--- config.mk ---
export PLATFORM = sky130hd
export DESIGN_NAME = input_debouncer
export DESIGN_NICKNAME = d
export VERILOG_FILES = /design/src/rtl/debounce_pkg.sv /design/src/rtl/debounce_channel.sv /design/src/rtl/input_debouncer.sv
export SDC_FILE = /design/constraint.sdc
export NUM_CORES = 1
export LEC_CHECK = 0
export ABC_AREA = 1
export ABC_CLOCK_PERIOD_IN_PS = 2800
export CORE_MARGIN = 2
export CORE_UTILIZATION = 25
export DETAILED_ROUTE_END_ITERATION = 6
export GPL_ROUTABILITY_DRIVEN = 1
export SLEW_MARGIN = 20
export SYNTH_ARGS = -nofsm -noshare
export SYNTH_HDL_FRONTEND = slang
export SYNTH_HIERARCHICAL = 1
export SYNTH_SLANG_ARGS = --single-unit
export TNS_END_PERCENT = 100
--- constraint.sdc ---
create_clock -name i_clk -period 2.8 [get_ports i_clk]
set_input_delay 0.42 -clock i_clk [delete_from_list [all_inputs] [get_ports i_clk]]
set_output_delay 0.42 -clock i_clk [all_outputs]
set_load 0.03 [all_outputs]
--- src/rtl/debounce_pkg.sv ---
// Shared types and constants for the input debouncer.
// Holds the per-channel FSM state encoding and board-clock timing constants.
// No logic of its own; imported by debounce_channel and input_debouncer.
package debounce_pkg;

  typedef enum logic {
    ST_STABLE   = 1'b0,
    ST_COUNTING = 1'b1
  } db_state_t;

  localparam int CLK_HZ  = 50_000_000;
  localparam int DB_10MS = CLK_HZ / 100;

endpackage : debounce_pkg

--- src/rtl/debounce_channel.sv ---
// One-bit input conditioner: synchronizer chain, stability-count FSM, optional edge pulses.
// Latency: SYNC_STAGES + DEBOUNCE_CYCLES edges from first sampling edge to o_clean.
// Backpressure: none; free-running. Edge pulses only built with INPUT_DEBOUNCER_EDGE_EN.
//
// Ports:
//   i_clk, i_reset : clock, synchronous active-high reset
//   i_raw          : asynchronous raw pin level
//   o_clean        : debounced level
//   o_rise/o_fall  : 1-cycle pulse on o_clean 0->1 / 1->0 (0 without INPUT_DEBOUNCER_EDGE_EN)
//   o_stable       : 1 while FSM is in ST_STABLE
module debounce_channel
  import debounce_pkg::*;
#(
  parameter int   SYNC_STAGES     = 2,
  parameter int   DEBOUNCE_CYCLES = DB_10MS,
  parameter logic RESET_VAL       = 1'b0
) (
  input  logic i_clk,
  input  logic i_reset,
  input  logic i_raw,
  output logic o_clean,
  output logic o_rise,
  output logic o_fall,
  output logic o_stable
);

  localparam int            CW   = $clog2(DEBOUNCE_CYCLES + 1);
  localparam logic [CW-1:0] TERM = CW'(DEBOUNCE_CYCLES - 1);

  logic [SYNC_STAGES-1:0] r_sync;
  db_state_t              r_state;
  db_state_t              w_state_nxt;
  logic [CW-1:0]          r_cnt;
  logic [CW-1:0]          w_cnt_nxt;
  logic                   r_clean;
  logic                   w_update;
  logic                   w_s_in;

  // Synchronizer: shift in at bit 0, sample the far end.
  always_ff @(posedge i_clk) begin
    if (i_reset) begin
      r_sync <= {SYNC_STAGES{RESET_VAL}};
    end else begin
      r_sync <= {r_sync[SYNC_STAGES-2:0], i_raw};
    end
  end

  assign w_s_in = r_sync[SYNC_STAGES-1];

  // State register (counter and clean level travel with the state).
  always_ff @(posedge i_clk) begin
    if (i_reset) begin
      r_state <= ST_STABLE;
      r_cnt   <= '0;
      r_clean <= RESET_VAL;
    end else begin
      r_state <= w_state_nxt;
      r_cnt   <= w_cnt_nxt;
      if (w_update) begin
        r_clean <= w_s_in;
      end
    end
  end

  // Next-state logic. The first differing sample already counts as 1, so a
  // single-cycle qualification updates straight out of ST_STABLE.
  always_comb begin
    w_state_nxt = r_state;
    w_cnt_nxt   = '0;
    w_update    = 1'b0;
    case (r_state)
      ST_STABLE: begin
        if (w_s_in != r_clean) begin
          if (DEBOUNCE_CYCLES == 1) begin
            w_update = 1'b1;
          end else begin
            w_state_nxt = ST_COUNTING;
            w_cnt_nxt   = CW'(1);
          end
        end
      end
      ST_COUNTING: begin
        if (w_s_in == r_clean) begin
          w_state_nxt = ST_STABLE;          // glitch: drop the count
        end else if (r_cnt == TERM) begin
          w_update    = 1'b1;
          w_state_nxt = ST_STABLE;
        end else begin
          w_cnt_nxt = r_cnt + CW'(1);
        end
      end
      default: w_state_nxt = ST_STABLE;
    endcase
  end

  // Outputs.
  always_comb begin
    o_stable = (r_state == ST_STABLE);
    o_clean  = r_clean;
  end

`ifdef INPUT_DEBOUNCER_EDGE_EN
  logic r_rise;
  logic r_fall;

  // Registered alongside r_clean so the pulse lines up with the level change.
  always_ff @(posedge i_clk) begin
    if (i_reset) begin
      r_rise <= 1'b0;
      r_fall <= 1'b0;
    end else begin
      r_rise <= w_update &  w_s_in;
      r_fall <= w_update & ~w_s_in;
    end
  end

  assign o_rise = r_rise;
  assign o_fall = r_fall;
`else
  assign o_rise = 1'b0;
  assign o_fall = 1'b0;
`endif

endmodule : debounce_channel

--- src/rtl/input_debouncer.sv ---
// Conditions WIDTH raw board inputs into clean levels with optional edge pulses.
// Latency: SYNC_STAGES + DEBOUNCE_CYCLES edges per channel; channels independent.
// Backpressure: none. Optional macro INPUT_DEBOUNCER_EDGE_EN enables rise/fall pulses.
//
// Ports:
//   i_clk, i_reset : clock, synchronous active-high reset
//   i_raw_in       : raw pin levels, polarity preserved
//   o_clean_out    : debounced levels
//   o_rise_pulse   : 1-cycle pulse per bit on 0->1 (0 when INPUT_DEBOUNCER_EDGE_EN undefined)
//   o_fall_pulse   : 1-cycle pulse per bit on 1->0 (0 when INPUT_DEBOUNCER_EDGE_EN undefined)
//   o_settled      : 1 when every channel is in ST_STABLE
module input_debouncer
  import debounce_pkg::*;
#(
  parameter int               WIDTH           = 10,
  parameter int               SYNC_STAGES     = 2,
  parameter int               DEBOUNCE_CYCLES = 500000,
  parameter logic [WIDTH-1:0] RESET_VAL       = '0
) (
  input  logic             i_clk,
  input  logic             i_reset,
  input  logic [WIDTH-1:0] i_raw_in,
  output logic [WIDTH-1:0] o_clean_out,
  output logic [WIDTH-1:0] o_rise_pulse,
  output logic [WIDTH-1:0] o_fall_pulse,
  output logic             o_settled
);

  logic [WIDTH-1:0] w_stable;

  for (genvar g = 0; g < WIDTH; g++) begin : g_ch
    debounce_channel #(
      .SYNC_STAGES    (SYNC_STAGES),
      .DEBOUNCE_CYCLES(DEBOUNCE_CYCLES),
      .RESET_VAL      (RESET_VAL[g])
    ) u_ch (
      .i_clk   (i_clk),
      .i_reset (i_reset),
      .i_raw   (i_raw_in[g]),
      .o_clean (o_clean_out[g]),
      .o_rise  (o_rise_pulse[g]),
      .o_fall  (o_fall_pulse[g]),
      .o_stable(w_stable[g])
    );
  end

  // Per-channel stable flags are state-register outputs, so this stays register-driven.
  assign o_settled = &w_stable;

endmodule : input_debouncer

==> flow_summary.json <==
{
  "vias": 10800,
  "min_period_ns": 2.28,
  "crit_family": "simple AND/OR/NAND/NOR gates",
  "p_switching_w": 0.00149,
  "syn_area_sq_mm": 0.0126,
  "holdWs_ns": 0.402,
  "cts_max_level": 1,
  "drv_cap": 0,
  "rsz0062_at_grt": "no",
  "intPower_w": 0.00559,
  "avgSynthCellArea_sq_um": 6.77,
  "arrival_ns": 1.86,
  "num-nets-final": 1910,
  "initial_core_util": 0.252,
  "portBuffers": 22,
  "first_pass_iters": 6,
  "path_buf_inv": 2,
  "path_class": "register to output port",
  "worst_setup_path_end_kind": "output port",
  "final_cell_mix": "496 x nand2_1, 283 x inv_1, 230 x nor2_1, 230 x dfxtp_1",
  "wl_per_cell_um": 9.98,
  "num_antenna_cells": 0,
  "status": "completed",
  "rr_worst_depth": 6,
  "grt_util_all_layers": 0.0988,
  "ant_nets": 0,
  "drv_slew": 0,
  "cts_max_path_buffers": 3,
  "r2r_start": "g_ch[9].u_ch/r_cnt[0]",
  "path_depth": 6,
  "critPathMaxFanout": 7,
  "clkSinkCount": 230,
  "numCtsBuffers": 27,
  "reg2reg_slack_ns": 1.20,
  "finalSetupViolations": 0,
  "ir_worst_vdd_uv": 369,
  "clkTransAtPathRegs_ns": 0.06,
  "endpoint": "o_settled",
  "ys_seq_area_frac": 0.367,
  "layout_commonest_cell": "nand2_1",
  "min_path_cells": 2,
  "core_sq_mm": 0.0499,
  "worst_slack_ns": 0.518,
  "rows": 82,
  "cpMaxStageDelayCell": "dfxtp_1",
  "wl_um": 25700,
  "power_leakage_nw": 4.76,
  "hold_viol": 0,
  "place_congestion": 0.869,
  "ys_warn_count": 6,
  "clock.fmax_ghz": 0.438,
  "dieArea_sq_mm": 0.0520,
  "tightestPinTransition_ns": 0.781,
  "ys_types": 27,
  "drt-vias-per-instance": 4.18,
  "root_buffer": "clkbuf_16",
  "holdBufCountCts": 0,
  "hold_start": "g_ch[0].u_ch/r_sync[0]",
  "ys_seq_elements": 230,
  "clock_power_share": 0.515,
  "antenna_found_initial": 0,
  "grt_max_degree": 31,
  "die_h_um": 228,
  "cp.required_ns": 2.38,
  "cp_cell_sequence": "inv_1 -> nand2_1 -> nor2_1 -> nand2_1 -> nor2_1 -> dlymetal6s2s_1",
  "die_x_um": 228,
  "dp_cells": 2531,
  "first_iter_violations": 554,
  "swShare": 0.211,
  "drive_gt1_frac": 0.138,
  "dp_worst_setup_slack_ns": 0.658,
  "fin_util": 0.287,
  "power_frac_comb": 0.018,
  "tns_ns": 0,
  "area_delta_synth_final_pct": 13.9,
  "crit_path_start": "g_ch[7].u_ch/r_state",
  "post-route-period-util": 0.815,
  "post_cts_buffers": 0,
  "hold_class": "register to register",
  "place_hpwl_um": 19500,
  "worstSetupStartpointType": "register",
  "gr-total-overflow": 0,
  "relSlewSlack": 0.479,
  "ioPinCount": 43,
  "instances_no_fill": 2579,
  "grt_pass1_vias": 10200,
  "clk_latency_ns": 0.52,
  "drcViolationCount": 0,
  "fin_worst_skew_ns": 0.0140,
  "cpPeakStageDelay_ns": 0.37,
  "cts_tree": "done",
  "rr_endpoint": "g_ch[9].u_ch/r_cnt[10]",
  "synthCells": 1855,
  "post_cts_resized": 0,
  "cellPowerDensity_mw_per_mm2": 495,
  "grt_pass1_wl_um": 45500,
  "seqPwrFrac": 0.467
}
## state kept, by name, indices dropped and copies added, names as in the netlist
signal and count:
g_ch.u_ch/r_state 10, g_ch.u_ch/r_cnt 190, g_ch.u_ch/o_clean 10, g_ch.u_ch/r_sync 20
## metrics by stage
stage	power (W)	cell area [sq um]
after floorplan	0.00348	12600
after CTS	0.00723	14300
final	0.00708	14300
after global placement	0.00351	13400
after global routing	0.00737	14300
after detailed placement	0.00351	13400
## worst min path at each step
stage / end / slack [ns]
final: g_ch[0].u_ch/r_sync[1] / 0.40
after CTS: g_ch[1].u_ch/r_sync[0] / 0.39
after global placement: g_ch[4].u_ch/r_sync[1] / 0.39
after floorplan: g_ch[0].u_ch/r_sync[1] / 0.39
after global routing: g_ch[1].u_ch/r_sync[0] / 0.41
after detailed placement: g_ch[1].u_ch/r_sync[1] / 0.40
## kinds of logic after synthesis
kind of cell	after synthesis	share of synthesized area
xor+xnor	51	0.0356
other cells	10	0.00299
simple gates	1094	0.410
buf+inv	332	0.116
fa+ha+maj	10	0.00997
flops	230	0.367
compound gates	128	0.0591
## worst register-to-register path, stage by stage, from the launching register on
cell and delay, ns:
dfxtp_1 0.40, ha_1 0.19, nand2_1 0.10, nor2_4 0.20, nand3_1 0.17, nand3_2 0.33
a21oi_1 0.09
## cell usage after synthesis
cell type  count  area (sq um)
nand2_1      496          1860
inv_1        283          1060
dfxtp_1      230          4600
nor2_1       230           863
nand3_1       81           405
nor2_2        81           507
a21oi_1       72           360
nor3_1        49           245
nand4_1       42           263
nor2_4        38           428
xor2_1        30           263
o21ai_0       29           145
nand2_2       28           175
a21oi_2       27           236
xnor2_1       21           184
buf_4         20           150
nand3_2       19           190
nand3b_1      11          82.6
conb_1        10          37.5
ha_1          10           125
inv_2         10          37.5
and3_1         9          56.3
buf_8          9           135
inv_4          9          56.3
or2_0          9          56.3
buf_6          1          11.3
nand2_4        1          11.3
## layer usage
layer / up-vias / GRT usage / wire, um
li1: 5736 / - / -
met1: 4845 / 0.126 / 12100
met2: 160 / 0.175 / 12300
met3: 31 / 0.0146 / 1010
met4: 0 / 0.0235 / 430
met5: - / 0 / 0
## area by class of cell
type,instances,area [sq um]
Clock inverter,15,186
Tap cell,672,841
Sequential cell,230,4600
Inverter,302,1160
Fill cell,5469,35600
Clock buffer,33,748
Timing Repair Buffer,24,233
Multi-Input combinational cell,1303,6530
## power groups by stage
| stage | Clock, W | Combinational [W] | Sequential, W |
|---|---|---|---|
| after floorplan | 0 | 0.000106 | 0.00338 |
| after global placement | 0 | 0.000129 | 0.00338 |
| after detailed placement | 0 | 0.000131 | 0.00338 |
| after CTS | 0.00379 | 0.000132 | 0.00331 |
| after global routing | 0.00392 | 0.000142 | 0.00331 |
| final | 0.00365 | 0.000128 | 0.00331 |
Note: power is estimated with default switching activity, not from simulation.
